===== src/rtl/gray_counter.sv =====
// gray_counter: up/down binary counter with a registered Gray-code mirror.
//   b    - registered binary count
//   g    - registered Gray code of b, produced from the next binary value so
//          it changes on the same edge as b with no extra latency
//   wrap - one-cycle pulse after an enabled step taken at the count boundary
// Edge priority: rst (async) > load > en > hold.
// Build option: define GRAY_COUNTER_SAT_EN to saturate at the boundaries
// instead of wrapping; wrap still pulses to flag the saturation attempt.
module gray_counter #(
  parameter int unsigned WIDTH = 4
) (
  input  logic             clk,
  input  logic             rst,
  input  logic             en,
  input  logic             up,
  input  logic             load,
  input  logic [WIDTH-1:0] load_val,
  output logic [WIDTH-1:0] b,
  output logic [WIDTH-1:0] g,
  output logic             wrap
);

  logic [WIDTH-1:0] b_next;
  logic [WIDTH-1:0] g_next;
  logic             wrap_next;
  logic             at_bound;

  // Next binary value, boundary detection and Gray encoding of the next value.
  always_comb begin
    b_next    = b;
    wrap_next = 1'b0;
    at_bound  = up ? (b == '1) : (b == '0);
    if (load) begin
      b_next = load_val;
    end else if (en) begin
      wrap_next = at_bound;
`ifdef GRAY_COUNTER_SAT_EN
      if (!at_bound) begin
        b_next = up ? b + 1'b1 : b - 1'b1;
      end
`else
      b_next = up ? b + 1'b1 : b - 1'b1;
`endif
    end
    g_next = b_next ^ (b_next >> 1);
  end

  // Count, code and pulse registers; reset clears all three immediately.
  always_ff @(posedge clk or posedge rst) begin
    if (rst) begin
      b    <= '0;
      g    <= '0;
      wrap <= 1'b0;
    end else begin
      b    <= b_next;
      g    <= g_next;
      wrap <= wrap_next;
    end
  end

endmodule

===== config.mk =====
export PLATFORM = sky130hd
export DESIGN_NAME = gray_counter
export DESIGN_NICKNAME = d
export VERILOG_FILES = /design/src/rtl/gray_counter.sv
export SDC_FILE = /design/constraint.sdc
export NUM_CORES = 1
export LEC_CHECK = 0
export BUFFER_PORTS_ARGS = -buffer_cell sky130_fd_sc_hd__buf_4
export CORE_AREA = 2 2 39 41
export CTS_CLUSTER_DIAMETER = 60
export CTS_CLUSTER_SIZE = 10
export DETAILED_ROUTE_END_ITERATION = 8
export DIE_AREA = 0 0 41 43
export GPL_ROUTABILITY_DRIVEN = 0
export GPL_TIMING_DRIVEN = 0
export PLACE_DENSITY = 0.65
export SYNTH_ARGS = -nofsm -noshare
export SYNTH_HDL_FRONTEND = slang
export SYNTH_SLANG_ARGS = --single-unit

===== constraint.sdc =====
create_clock -name clk -period 4.04 [get_ports clk]
set_input_delay 0.404 -clock clk [delete_from_list [all_inputs] [get_ports clk]]
set_output_delay 0.404 -clock clk [all_outputs]
set_load 0.01 [all_outputs]

==> results.md <==
- Run status: finished clean
- Number of diodes: 0
- Critical Path Source Type: register
- Die width: 41 um
- Proportion of layout cells with a drive suffix above 1: 0.355
- Cts-stage hold buffer count: 0
- Detailed-route wire length per cell: 11.1 um
- Worst path slowest cell: sky130_fd_sc_hd__dfrtp_1
- Post-layout nets: 76
- Wire length of the first global-routing pass: 1.31 mm
- Number of setup violations in the final report: 0
- Max-cap violation count: 0
- DPL Wire Length: 695 um
- Final Hold Viols: 0
- Post-synthesis share of cell area spent on full adders, half adders and majority gates: 0.0986
- PostCTS Resize Cnt: 0
- Register-to-register setup slack: 2.31 ns
- #FFs+latches synth: 8
- Simple-gate share of the synthesized area: 0.153
- Overflow left after global routing: 0
- Actual slew at the worst max-slew pin: 0.304 ns
- Die Height: 43 um
- Power after layout: 0.262 mW
- Number of clock buffers inserted by TritonCTS: 3
- Routed wire length: 867 um
- Post-DRT Antenna Nets: 0
- Worst hold slack across all endpoints: 0.0939 ns
- Post-Route Utilization: 0.448
- Count of clock tree sinks: 8
- Total setup buffers inserted after CTS: 0
- Effective utilization at floorplan: 0.330
- Data required, critical path: 4.16 ns
- Average vias per placed instance: 4.82
- Yosys warnings: 0
- Fin. max-slew vios: 0
- Main combinational cell family by area after synthesis: simple AND/OR/NAND/NOR gates
- Post-synthesis instance area: 457 um2
- Most frequent cells in the layout: sky130_fd_sc_hd__buf_4, sky130_fd_sc_hd__dfrtp_1, sky130_fd_sc_hd__nor2_1, sky130_fd_sc_hd__xnor2_1
- Number of antenna violations at the first check in global routing: 0
- CTS Buffer Depth: 2
- RSZ-0062 raised after global routing: false
- Leading cell type in the layout, fill and taps excluded: sky130_fd_sc_hd__buf_4
- Sequential-to-total area share from yosys stat: 0.438
- Largest net degree at the start of global routing: 10
- Final cell count without fillers: 78
- Net count of the mapped netlist: 55
- Compound-gate portion of the synthesized area: 0.0932
- Standby leakage power: 0.312 nW
- Signed area change from the synthesized netlist to the final layout: 35.6%
- Peak VDD IR: 0.183 mV
- I/O pin count: 18
- Multiplexer area fraction after synthesis: 0.0438
- Delay of the slowest critical-path stage: 0.42 ns
- Biggest area contributors in the synthesized netlist: sky130_fd_sc_hd__dfrtp_1, sky130_fd_sc_hd__xnor2_1, sky130_fd_sc_hd__ha_1, sky130_fd_sc_hd__fa_1, sky130_fd_sc_hd__mux2i_1
- Number of cell instances on the worst register-to-register path: 5
- Post-synthesis share of cell area spent on xor and xnor gates: 0.115
- Via count: 376
- Type of destination of the critical path: register
- CP Data Arrival Time: 1.85 ns
- Unique cell type count in the Yosys netlist: 22
- Area of the core region: 1380 um2
- Clock tree root buffer cell: sky130_fd_sc_hd__clkbuf_4
- Input/output buffers: 16
- Site Rows: 14
- Cells after Synth: 43
- Clock latency reported for the late side of the worst-skew pair: 0.25 ns
- Area share of the leading cell type in the synthesized netlist: 0.438
- Placed Instances: 75
- Clk slew on worst S/H paths: 0.05 ns
- Post-detailed-route DRC marker count: 0
- Largest fanout of any net on the critical path: 5
- Number of search-and-repair iterations in the first detailed-routing pass: 3
- Most area-hungry cell type in the Yosys netlist: sky130_fd_sc_hd__dfrtp_1
- Number of global-route vias before repair: 313
- TritonCTS clock tree: done
- Highest clock rate: 579 MHz
- Mean instance size in the synthesized netlist: 10.6 um2
- RR Endpoint: g[2]
- Power per standard cell area: 422 nW/um2
- Max_slew headroom: 0.796
- Ordered list of cells on the worst path: ha_1 -> a21oi_1 -> a211oi_1 -> or3_4 -> xor2_1
- Tcrit/Tclk final: 0.428
- Critical path class: register to register
- Worst hold path class: primary input to asynchronous set/reset pin
- Final worst clock skew: 0.00353 ns
- Minimum clock period: 1.73 ns
- Die ar.: 1760 um2
- Number of DRC markers after the initial detailed-route iteration: 3
- Critical register-to-register path startpoint: b[2]
- Setup total negative slack: 0 ns
- Htree depth: 1
- Overall Global Routing Usage: 0.114
## per-layer routing
metal	share of wire	up-vias	routed length, um	track usage
met1	0.47	174	411	0.157
met5	0	-	0	0
li1	-	188	-	-
met2	0.45	14	389	0.144
met4	0	0	0	0.0600
met3	0.075	0	65	0.0524
## state kept, by name (all words and copies together) (netlist names)
name,count
g,3
wrap,1
b,4
## how the worst max path moves through the flow
| stage | start | end | slack (ns) | cells past startpoint |
|---|---|---|---|---|
| 2_1_floorplan | b[2] | g[2] | 2.37 | 5 |
| 3_3_place_gp | up | g[2] | 2.18 | 7 |
| 3_5_place_dp | up | g[2] | 2.16 | 7 |
| 4_1_cts | b[2] | g[2] | 2.31 | 5 |
| 5_1_grt | b[2] | g[2] | 2.24 | 5 |
| 6_report | b[2] | g[2] | 2.31 | 5 |
## Yosys cell counts, drive strengths merged
library cell,n
xnor2,4
xor2,2
nand3,1
nor2,4
mux2i,2
fa,1
inv,3
o21ai,2
ha,2
dfrtp,8
buf,2
and3,1
or3,1
and4b,1
a31oi,1
nand2,2
or2b,1
a211oi,1
a21oi,2
or4,1
a22o,1
## critical path: cells and delay by family, from the launching register on
kind | cells | cell delay (ns)
xor gates and xnor gates | 1 | 0.15
and+or+nand+nor | 1 | 0.40
adders and majority gates | 1 | 0.36
AOI/OAI and AO/OA | 2 | 0.28
DFF | 1 | 0.42
## per-stage QoR
stage / setup slack, ns / instance area, um2
after global routing: 2.24 / 619
final: 2.31 / 619
after floorplan: 2.37 / 457
after detailed placement: 2.16 / 597
after global placement: 2.18 / 597
after CTS: 2.31 / 619
## power by group
part	leakage, nW	internal, mW	total (mW)	switching, mW
Combinational	0.201	0.0512	0.0922	0.0410
Clock	0.0138	0.0340	0.0605	0.0266
Sequential	0.0972	0.0959	0.109	0.0130
## layout make-up
cell class              count  area (um2)
plain buffers               2        15.0
repair buffers             16         120
fillers                   132         764
flip-flops and latches      8         200
inverters                   3        11.3
clock buffers               3        22.5
multi-input cells          30         230
well taps                  16        20.0
## kinds of logic (layout without fill, tap and decap cells)
kind of cell    Yosys count  in the layout
simple gates             12             12
flops                     8              8
compound gates            7              7
xor+xnor                  6              6
buf+inv                   5             24
fa+ha+maj                 3              3
mux                       2              2
No activity file was read; power rests on OpenSTA's default activity.
